$ cat src/rtl/snn_pkg.sv
// Shared types and helpers for the spiking-neuron blocks.
// Holds the neuron FSM encoding and a width-generic saturating adder.
package snn_pkg;

    typedef enum logic [1:0] {
        ST_INTEGRATE  = 2'd0,
        ST_FIRE       = 2'd1,
        ST_REFRACTORY = 2'd2
    } neuron_state_t;

    // Adds two signed values and clamps the result to a signed range of 'width' bits.
    function automatic longint sat_add(input longint a, input longint b, input int width);
        longint max_v;
        longint min_v;
        longint s;
        max_v = (longint'(1) <<< (width - 1)) - 1;
        min_v = -(longint'(1) <<< (width - 1));
        s = a + b;
        if (s > max_v)
            return max_v;
        if (s < min_v)
            return min_v;
        return s;
    endfunction

endpackage

$ cat src/rtl/synapse_sum.sv
// Combinational weighted sum of the active synapses.
// The output is wide enough that adding every weight at full magnitude cannot overflow.
module synapse_sum #(
    parameter int NUM_INPUTS = 4,
    parameter int WEIGHT_W   = 8
) (
    input  logic [NUM_INPUTS-1:0]                spike_in,
    input  logic [NUM_INPUTS*WEIGHT_W-1:0]       weights,
    output logic [WEIGHT_W+$clog2(NUM_INPUTS):0] sum
);

    localparam int SUM_W = WEIGHT_W + $clog2(NUM_INPUTS) + 1;

    always_comb begin
        sum = '0;
        for (int i = 0; i < NUM_INPUTS; i++) begin
            if (spike_in[i])
                sum = sum + SUM_W'($signed(weights[i*WEIGHT_W +: WEIGHT_W]));
        end
    end

endmodule

$ cat src/rtl/if_neuron.sv
// Integrate-and-fire neuron: accumulates weighted input spikes into a saturating
// membrane potential, fires one pulse on threshold, then sits out a refractory period.
module if_neuron
    import snn_pkg::*;
#(
    parameter int NUM_INPUTS = 4,
    parameter int WEIGHT_W   = 8,
    parameter int VMEM_W     = 16,
    parameter int THRESH     = 64,
    parameter int REFRAC     = 5
) (
    input  logic                           clk,
    input  logic                           rst,
    input  logic [NUM_INPUTS-1:0]          spike_in,
    input  logic [NUM_INPUTS*WEIGHT_W-1:0] weights,
    input  logic                           neuron_rst,
    output logic                           spike_out,
    output logic [VMEM_W-1:0]              vmem,
    output logic                           refrac
);

    localparam int SUM_W = WEIGHT_W + $clog2(NUM_INPUTS) + 1;
    // A zero-length refractory still needs a legal one-bit counter.
    localparam int CNT_W = (REFRAC > 0) ? $clog2(REFRAC + 1) : 1;
    localparam logic signed [VMEM_W-1:0] THRESH_V = VMEM_W'(THRESH);

    logic signed [SUM_W-1:0]  syn_sum;
    logic signed [VMEM_W-1:0] vmem_q;
    logic signed [VMEM_W-1:0] vmem_next;
    logic signed [VMEM_W-1:0] vmem_sat;
    logic [CNT_W-1:0]         cnt_q;
    logic [CNT_W-1:0]         cnt_next;
    neuron_state_t            state;
    neuron_state_t            state_next;

    synapse_sum #(
        .NUM_INPUTS (NUM_INPUTS),
        .WEIGHT_W   (WEIGHT_W)
    ) u_synapse_sum (
        .spike_in (spike_in),
        .weights  (weights),
        .sum      (syn_sum)
    );

    assign vmem_sat = VMEM_W'(sat_add(longint'(vmem_q), longint'(syn_sum), VMEM_W));

    always_comb begin
        state_next = state;
        vmem_next  = vmem_q;
        cnt_next   = cnt_q;
        case (state)
            ST_INTEGRATE: begin
                // The layer clear wins over both integration and a threshold crossing.
                if (neuron_rst) begin
                    vmem_next = '0;
                end else if (vmem_sat >= THRESH_V) begin
                    state_next = ST_FIRE;
                    vmem_next  = '0;
                end else begin
                    vmem_next = vmem_sat;
                end
            end
            ST_FIRE: begin
                vmem_next = '0;
                if (REFRAC > 0) begin
                    state_next = ST_REFRACTORY;
                    cnt_next   = CNT_W'(REFRAC);
                end else begin
                    state_next = ST_INTEGRATE;
                end
            end
            ST_REFRACTORY: begin
                vmem_next = '0;
                if (cnt_q <= CNT_W'(1)) begin
                    state_next = ST_INTEGRATE;
                    cnt_next   = '0;
                end else begin
                    cnt_next = cnt_q - 1'b1;
                end
            end
            default: begin
                state_next = ST_INTEGRATE;
                vmem_next  = '0;
                cnt_next   = '0;
            end
        endcase
    end

    always_ff @(posedge clk or negedge rst) begin
        if (!rst) begin
            state  <= ST_INTEGRATE;
            vmem_q <= '0;
            cnt_q  <= '0;
        end else begin
            state  <= state_next;
            vmem_q <= vmem_next;
            cnt_q  <= cnt_next;
        end
    end

    assign vmem      = vmem_q;
    assign spike_out = (state == ST_FIRE);
    assign refrac    = (state != ST_INTEGRATE);

endmodule

$ cat config.mk
export PLATFORM = sky130hd
export DESIGN_NAME = if_neuron
export DESIGN_NICKNAME = d
export VERILOG_FILES = /design/src/rtl/snn_pkg.sv /design/src/rtl/synapse_sum.sv /design/src/rtl/if_neuron.sv
export SDC_FILE = /design/constraint.sdc
export NUM_CORES = 1
export LEC_CHECK = 0
export CORE_MARGIN = 1
export CORE_UTILIZATION = 50
export CTS_CLUSTER_DIAMETER = 200
export DETAILED_ROUTE_END_ITERATION = 8
export DONT_BUFFER_PORTS = 1
export GPL_TIMING_DRIVEN = 0
export MAX_ROUTING_LAYER = met4
export PLACE_DENSITY = 0.74
export SLEW_MARGIN = 20
export SYNTH_ARGS = -nofsm -noshare
export SYNTH_HDL_FRONTEND = slang
export SYNTH_HIERARCHICAL = 1
export SYNTH_SLANG_ARGS = --single-unit
$ cat constraint.sdc
create_clock -name clk -period 6.2 [get_ports clk]
set_clock_uncertainty 0.2 [all_clocks]
set_input_delay 1.24 -clock clk [delete_from_list [all_inputs] [get_ports clk]]
set_output_delay 1.24 -clock clk [all_outputs]
set_load 0.03 [all_outputs]
==> impl_metrics.py, run 1 <==
metrics = {
    "status": {
        "status": "finished, violations left",
        "violations": "negative setup slack",
    },
    "global_route": {
        "grt_pass1_wl_mm": 16.22,
        "grt_pass1_vias": 3550,
        "grt_max_degree": 22,
        "grtUsageTotal_pct": 26.76,
        "antenna_found_initial": 0,
        "globalRouteOverflowTotal": 0,
    },
    "timing": {
        "hold-worst-slack_ps": 283.3,
        "max_freq_ghz": 0.1257,
        "min_period_ps": 7955,
        "setup_ws_ps": -1755,
        "rsz0062_at_grt": "yes",
        "setup_viol": 18,
        "relSlewSlack_pct": 48.15,
        "tightest_slew_ps": 768.1,
        "setup_tns_ps": -29080,
        "finalCritPeriodShare_pct": 128.3,
        "finalHoldViolations": 0,
        "slew_violations": 0,
    },
    "critical_path": {
        "cpPeakStageDelay_ps": 560,
        "crit_path_frequent_cell": "ha_4",
        "r2r-start": "vmem[0]",
        "setup.worst_path.end": "vmem[4]",
        "start_kind": "primary input",
        "reg2reg_depth": 13,
        "critPathMaxFanout": 6,
        "arrival_ps": 7930,
        "worst_path_max_delay_cell": "or4_4",
        "startpoint": "spike_in[0]",
        "worstSetupPathType": "primary input to register",
        "critPathRequiredTime_ps": 6180,
        "rrSetupSlack_ps": 2430,
        "end_kind": "register",
        "rr_endpoint": "vmem[4]",
    },
    "routing": {
        "via_per_inst": 6.119,
        "wl_per_cell_um": 17.33,
        "drc": 0,
        "routed_wl_mm": 10.52,
        "ant_nets": 0,
        "vias": 3714,
        "drt_iter0_drc": 187,
        "dr.pass1.iters": 5,
    },
    "place": {
        "hpwlAfterDp_mm": 7.272,
        "placed_cell_area_mm2": 0.003970,
        "gp_congestion": 0.8843,
        "place.port_buffers": 0,
        "place_inst": 560,
        "dpl_worst_slack_ps": -2273,
    },
    "synthesis": {
        "synth.largest_area_cell": "ha_1",
        "syn_inst": 464,
        "ys_seq_elements": 21,
        "synth.area.top_cells": "ha_1 16%, dfrtp_1 14%, xnor2_1 5.0%, a21oi_1 4.8%, nand2_1 4.0%",
        "synthArstFlopShare_pct": 100.0,
        "synth-edff-count": 0,
        "yosysUniqueCellTypes": 77,
        "yosys_warnings": 6,
        "synth.avg_cell_area_um2": 7.922,
        "yosysSeqAreaShare_pct": 14.30,
        "ys.flop_type": "dfrtp_1",
        "netlist_area_mm2": 0.003676,
        "synth.net_count": 553,
        "yosysTopAreaCellShare_pct": 16.00,
    },
    "clocking": {
        "clockBufferDepth": 2,
        "clock_latency_ps": 260,
        "cts_sinks": 21,
        "cts_hold_buf": 0,
        "cts_buffers": 3,
        "clockRootBuffer": "clkbuf_8",
        "cts_tree": "yes",
        "cts-htree-levels": 1,
        "clk_pin_slew_ps": 70,
    },
    "layout": {
        "fin_util_pct": 68.31,
        "final_cells": 607,
        "multi_input_comb_area_mm2": 0.003485,
        "nets": 601,
        "syn_to_final_growth_pct": 29.03,
        "layout_commonest_cell": "buf_4",
        "drive_gt1_share_pct": 32.29,
        "mostFrequentLayoutCells": "42 x buf_4, 35 x ha_1, 34 x nand2_1, 30 x nor2_1, 30 x a21oi_1",
        "final-seq-area_um2": 525.5,
        "fin_area_mm2": 0.004743,
        "fillCellCount": 533,
        "antenna_cells": 0,
    },
    "power": {
        "p_int_uw": 908.2,
        "p_clk_share_pct": 5.0,
        "seqPwrFrac_pct": 15.2,
        "power_density_mw_per_mm2": 389.9,
        "p_comb_share_pct": 79.8,
        "peakVddDrop_mv": 0.4043,
        "total_power_mw": 1.849,
        "switching_share_pct": 50.89,
        "switchingPower_uw": 941.0,
        "p_leak_nw": 1.999,
    },
    "worst_hold_path": {
        "min_from": "cnt_q[1]",
        "min_path_type": "register to register",
    },
    "floorplanning": {
        "core_mm2": 0.006944,
        "initial_core_util_pct": 52.94,
        "die_area_mm2": 0.007699,
        "die_x_um": 87.75,
        "rows": 30,
        "io_pins": 57,
        "die_y_um": 87.75,
    },
    "job": {
        "timing.max_cap.violations": 0,
    },
}
-- registers in the layout, summed over array words and instances, names as in the netlist --
signal	flops
state	2
cnt_q	3
vmem	16
-- worst max-delay path: cells and delay by family --
kind,cells,cell delay [ps]
AO/OA/AOI/OAI,9,2150
AND/OR/NAND/NOR,12,1920
adder cells (fa/ha/maj),5,1150
buffers and inverters,6,800
XOR/XNOR,4,640
-- synthesized netlist by cell type, types with 9 or more instances --
cell and instances:
inv_1 27, dfrtp_1 21, nor2_1 35, ha_1 47, o21ai_0 29, xnor2_1 21
a21o_1 11, nand2_1 39, o21a_1 9, nor2b_1 12, a21oi_1 35, nor3_1 15
mux2_2 9
-- area by class of cell --
cell class / count / share of cell area [%]
Tap cell: 96 / 2.532
Timing Repair Buffer: 43 / 7.175
Buffer: 17 / 2.664
Sequential cell: 21 / 11.08
Multi-Input combinational cell: 399 / 73.46
Inverter: 27 / 2.137
Clock buffer: 4 / 0.9496
-- kinds of logic (layout without fill, tap and decap cells) --
group                      Yosys count  count (layout)  share of synthesized area (%)
AOI/OAI and AO/OA                  158             158                          30.57
and+or+nand+nor                    152             152                          21.95
adders and majority gates           50              50                          17.63
buffers and inverters               44              91                          5.582
xor gates and xnor gates            28              28                          6.671
DFF                                 21              21                          14.30
muxes                               11              11                          3.302
-- worst min path at each step --
stage	to	slack, ps	depth (start not counted)
after detailed placement	cnt_q[1]	270	2
after global routing	cnt_q[1]	330	2
after CTS	cnt_q[1]	280	2
after global placement	cnt_q[1]	260	2
final	cnt_q[1]	280	2
after floorplan	cnt_q[1]	250	2
-- timing repair --
action / CTS / global route
resized for setup: 42 / 34
setup endpoints to repair: 18 / 18
buffers inserted: 24 / 19
pin swaps: 38 / 41
cloned: 1 / 0
endpoints found under the hold margin: 0 / 0
-- power by group through the flow --
| stage | Sequential (mW) | Combinational, mW | Clock, mW |
|---|---|---|---|
| after floorplan | 0.266 | 0.876 | 0 |
| after global placement | 0.279 | 1.02 | 0 |
| after detailed placement | 0.279 | 1.04 | 0 |
| after CTS | 0.279 | 1.21 | 0.0915 |
| after global routing | 0.287 | 1.59 | 0.0961 |
| final | 0.281 | 1.48 | 0.0926 |
-- routing by layer --
layer	wire, um	track usage (%)	up-vias
met4	308	7.303	0
met2	5222	47.36	109
met1	4509	31.78	1759
li1	-	-	1816
met3	479	3.299	30
met5	0	-	-
(Power assumes the default switching activity.)
==> run 2: changes to the inputs <==
Settings changed: CAP_MARGIN set to 20, RECOVER_POWER set to 100, SETUP_SLACK_MARGIN set to 0.2.
==> run 2 against run 1 <==
The run still ends with negative setup slack left. Cell count grew 0.99%. Non-clock buffer count grew 6. Global-route usage grew 1.5 points. Sequential share of layout area shrank 0.23 points. Register-to-register slack lost 100 ps. Power grew 8.2%. Flip-flop and latch count is the same. Combinational power grew 9%. Die area is the same. Critical path type unchanged. Largest cell class unchanged.
==> impl_metrics.py, run 2 (synthesis results as in run 1) <==
metrics = {
    "status": {
        "violations": "negative setup slack",
        "status": "finished, violations left",
    },
    "worst_hold_path": {
        "min_path_type": "register to register",
    },
    "global_route": {
        "grt_pass1_wl_mm": 16.91,
        "grt_pass1_vias": 3686,
        "globalRouteOverflowTotal": 0,
        "grt_util_met1_pct": 32.70,
        "antenna_found_initial": 0,
        "met3_usage_pct": 3.487,
        "grtUsageTotal_pct": 28.27,
        "top_usage_layer": "met2",
        "grt_max_degree": 22,
        "use_met2_pct": 51.30,
    },
    "place": {
        "place.port_buffers": 0,
        "gp_congestion": 0.8843,
        "hpwlAfterDp_mm": 7.272,
        "place_inst": 560,
    },
    "job": {
        "timing.max_cap.violations": 0,
    },
    "routing": {
        "routed_wl_mm": 11.13,
        "drt_iter0_drc": 237,
        "vias": 3825,
        "dr.pass1.iters": 5,
        "ant_nets": 0,
        "via_per_inst": 6.240,
        "drc": 0,
        "wl_per_cell_um": 18.15,
    },
    "critical_path": {
        "critPathMaxFanout": 5,
        "cpPeakStageDelay_ps": 450,
        "end_kind": "register",
        "start_kind": "primary input",
        "critPathRequiredTime_ps": 6190,
        "crit_family": "compound AO/OA/AOI/OAI gates",
        "crit_buf_inv": 7,
        "arrival_ps": 8110,
        "worstSetupPathType": "primary input to register",
        "worst_path_max_delay_cell": "a2111oi_4",
    },
    "floorplanning": {
        "io_pins": 57,
        "die_y_um": 87.75,
        "initial_core_util_pct": 52.94,
        "core_mm2": 0.006944,
        "rows": 30,
        "die_x_um": 87.75,
        "die_area_mm2": 0.007699,
    },
    "layout": {
        "final_cells": 613,
        "fillCellCount": 521,
        "fin_util_pct": 69.73,
        "mostFrequentLayoutCells": "44 x buf_4, 37 x nand2_1, 34 x ha_1, 29 x nor2_1, 29 x a21oi_1",
        "final-seq-area_um2": 525.5,
        "nets": 607,
        "syn_to_final_growth_pct": 31.72,
        "drive_gt1_share_pct": 33.08,
        "layout_commonest_cell": "buf_4",
        "antenna_cells": 0,
        "largest_register_ffs": 16,
        "multi_input_comb_area_mm2": 0.003517,
    },
    "clocking": {
        "cts-htree-levels": 1,
        "cts_tree": "yes",
        "clockRootBuffer": "clkbuf_8",
        "cts_buffers": 3,
        "clk_pin_slew_ps": 90,
        "clock_latency_ps": 270,
        "cts_sinks": 21,
        "clockBufferDepth": 2,
        "cts_hold_buf": 0,
    },
    "timing": {
        "relSlewSlack_pct": 48.11,
        "finalCritPeriodShare_pct": 131.0,
        "finalHoldViolations": 0,
        "setup_viol": 18,
        "min_period_ps": 8122,
        "tightest_slew_ps": 778.4,
        "max_freq_ghz": 0.1231,
        "slew_violations": 0,
        "rsz0062_at_grt": "yes",
        "setup_ws_ps": -1922,
    },
    "power": {
        "p_comb_share_pct": 81.1,
        "total_power_mw": 2.000,
        "power_density_mw_per_mm2": 413.1,
        "peakVddDrop_mv": 0.4677,
        "p_leak_nw": 2.039,
        "p_clk_share_pct": 4.7,
        "switching_share_pct": 50.50,
        "p_int_uw": 990.3,
        "seqPwrFrac_pct": 14.1,
        "switchingPower_mw": 1.010,
    },
}
run 2: final timing paths:
kind | start | depth (start not counted) | slack (ps) | to
max in group asynchronous | rst | 0 | 5250 | state[0]
worst max-delay path | spike_in[0] | 37 | -1920 | vmem[11]
worst min register to register | cnt_q[1] | 2 | 280 | cnt_q[1]
min in group asynchronous | rst | 0 | 450 | vmem[14]
worst min-delay path | cnt_q[1] | 2 | 280 | cnt_q[1]
worst max register to register | vmem[0] | 13 | 2330 | vmem[11]
run 2: area by class of cell:
class                      count  share of cell area [%]
inverter                      27                   2.093
buffer                        17                   2.610
tap                           96                   2.481
sequential                    21                   10.85
timing repair buffer          49                   8.398
multi-input combinational    399                   72.64
clock buffer                   4                  0.9302
run 2: tightest hold or removal path, stage by stage (launching register included):
cell and delay, ps:
dfrtp_1 350, nand2_1 50, o31ai_1 50
run 2: power groups by stage:
stage	logic [mW]	registers (mW)	clock network, mW
2_1_floorplan	0.876	0.266	0
3_3_place_gp	1.02	0.279	0
3_5_place_dp	1.04	0.279	0
4_1_cts	1.35	0.282	0.0915
5_1_grt	1.73	0.287	0.101
6_report	1.62	0.283	0.0949
run 2: routing by layer:
| metal | wire length [um] | vias to the layer above |
|---|---|---|
| met5 | 0 | - |
| met4 | 344 | 0 |
| met3 | 742 | 34 |
| met2 | 5559 | 136 |
| met1 | 4480 | 1826 |
| li1 | - | 1829 |
run 2: repair_timing:
item	CTS	global route
resized for setup	58	29
hold endpoints to repair	0	0
pin swaps	36	23
setup endpoints to repair	18	18
cloned	1	0
setup buffers	35	13
run 2: stage by stage:
stage	hold WS [ps]	TNS, ps	worst slack, ps	cell area [um^2]
finish	282.3	-32550	-1922	4842
global placement	264.7	-35850	-2135	3970
global route	332.4	-36170	-2109	4842
floorplan	248.1	-22040	-1374	3850
CTS	284.3	-26210	-1560	4609
detailed placement	267.0	-37650	-2273	3970
==> run 3: changes to the inputs <==
Settings changed: REMOVE_ABC_BUFFERS set to 1.
==> run 3 against run 2 <==
The run still ends with negative setup slack left. Final area shrank 4.8%. Combinational power shrank 7%. Wire length is 8.3% lower. Critical path depth is 1 lower. Clock power barely moved. Sequential power hardly changed. Setup slack improved by 560 ps. Power is 5.9% lower. Cell count down 4.9%. Critical endpoint unchanged. Largest power group unchanged. Highest routed layer unchanged.
==> impl_metrics.py, run 3 (synthesis results as in run 1) <==
metrics = {
    "timing": {
        "max_freq_ghz": 0.1322,
        "finalHoldViolations": 0,
        "setup_ws_ps": -1367,
        "tightest_slew_ps": 506.8,
        "slew_violations": 0,
        "relSlewSlack_pct": 65.34,
        "min_period_ps": 7567,
        "setup_viol": 18,
        "finalCritPeriodShare_pct": 122.0,
        "rsz0062_at_grt": "yes",
    },
    "routing": {
        "drt_iter0_drc": 179,
        "drc": 0,
        "ant_nets": 0,
        "wl_per_cell_um": 17.50,
        "vias": 3644,
        "dr.pass1.iters": 4,
        "via_per_inst": 6.250,
        "routed_wl_mm": 10.21,
    },
    "clocking": {
        "clockRootBuffer": "clkbuf_8",
        "cts_sinks": 21,
        "clockBufferDepth": 2,
        "clock_latency_ps": 270,
        "clk_pin_slew_ps": 80,
        "cts_buffers": 3,
        "cts-htree-levels": 1,
        "cts_tree": "yes",
        "cts_hold_buf": 0,
    },
    "critical_path": {
        "crit_path_frequent_cell": "ha_4",
        "startpoint": "weights[0]",
        "cpPeakStageDelay_ps": 390,
        "reg2reg_depth": 12,
        "rrSetupSlack_ps": 2460,
        "rr_endpoint": "vmem[11]",
        "r2r-start": "vmem[0]",
        "setup.worst_path.end": "vmem[11]",
        "critPathRequiredTime_ps": 6190,
        "end_kind": "register",
        "critPathMaxFanout": 6,
        "worst_path_max_delay_cell": "a221o_1",
        "arrival_ps": 7560,
        "start_kind": "primary input",
        "worstSetupPathType": "primary input to register",
    },
    "place": {
        "hpwlAfterDp_mm": 6.682,
        "place_inst": 543,
        "gp_congestion": 0.8956,
        "place.port_buffers": 0,
    },
    "floorplanning": {
        "io_pins": 57,
        "rows": 30,
        "initial_core_util_pct": 52.94,
        "die_area_mm2": 0.007699,
        "core_mm2": 0.006944,
        "die_y_um": 87.75,
        "die_x_um": 87.75,
    },
    "worst_hold_path": {
        "min_path_type": "register to register",
    },
    "global_route": {
        "grtUsageTotal_pct": 25.48,
        "grt_max_degree": 26,
        "antenna_found_initial": 0,
        "grt_pass1_wl_mm": 15.21,
        "grt_pass1_vias": 3418,
        "globalRouteOverflowTotal": 0,
    },
    "layout": {
        "final_cells": 583,
        "multi_input_comb_area_mm2": 0.003512,
        "syn_to_final_growth_pct": 25.46,
        "drive_gt1_share_pct": 31.42,
        "nets": 577,
        "fin_util_pct": 66.41,
        "final-seq-area_um2": 525.5,
        "mostFrequentLayoutCells": "34 x nand2_1, 34 x ha_1, 29 x nor2_1, 28 x a21oi_1, 26 x buf_4",
        "largest_register_ffs": 16,
        "fillCellCount": 545,
        "antenna_cells": 0,
    },
    "power": {
        "p_leak_nw": 1.897,
        "power_density_mw_per_mm2": 408.2,
        "peakVddDrop_mv": 0.3931,
    },
    "status": {
        "violations": "negative setup slack",
        "status": "finished, violations left",
    },
    "job": {
        "timing.max_cap.violations": 0,
    },
}
## run 3: per-stage QoR
stage | TNS, ps | instance area (um^2) | setup slack, ps | power, mW | hold slack (ps)
2_1_floorplan | -26510 | 3572 | -1646 | 1.064 | 248.5
3_3_place_gp | -43100 | 3692 | -2588 | 1.210 | 267.8
3_5_place_dp | -44210 | 3692 | -2648 | 1.237 | 274.9
4_1_cts | -19020 | 4284 | -1165 | 1.595 | 295.1
5_1_grt | -27150 | 4612 | -1625 | 1.998 | 340.3
6_report | -22900 | 4612 | -1367 | 1.883 | 295.7
## run 3: power breakdown
group | switching [mW] | internal [mW]
Combinational | 0.809 | 0.696
Sequential | 0.105 | 0.178
Clock | 0.0486 | 0.0460
## run 3: per-layer routing
layer	GRT usage (%)	vias up	share of wire [%]
met1	29.22	1722	40
met2	47.22	124	52
li1	-	1773	-
met5	-	-	0
met3	2.262	25	5.6
met4	6.557	0	2.5
## run 3: what timing repair did
item / 4_1_cts / 5_1_grt
endpoints found under the setup margin: 18 / 18
setup buffers: 20 / 15
cloned: 1 / 0
resized for setup: 63 / 49
pin swaps: 44 / 23
## run 3: worst min path at each step
| stage | startpoint | endpoint | cells past startpoint |
|---|---|---|---|
| floorplan | cnt_q[1] | cnt_q[1] | 2 |
| global placement | cnt_q[1] | cnt_q[1] | 2 |
| detailed placement | cnt_q[1] | cnt_q[1] | 2 |
| CTS | cnt_q[1] | cnt_q[1] | 2 |
| global route | cnt_q[1] | cnt_q[1] | 2 |
| finish | cnt_q[1] | cnt_q[1] | 2 |
## run 3: final cells by class
type,count,share of cell area (%)
multi-input combinational,400,76.15
inverter,27,2.252
clock buffer,4,0.9767
timing repair buffer,35,6.620
sequential,21,11.39
tap,96,2.604
## run 3: critical path: cells and delay by family
kind	cells	cell delay (ps)
compound gates	13	2610
simple gates	11	1500
fa+ha+maj	5	1130
buf+inv	4	590
xor+xnor	3	490
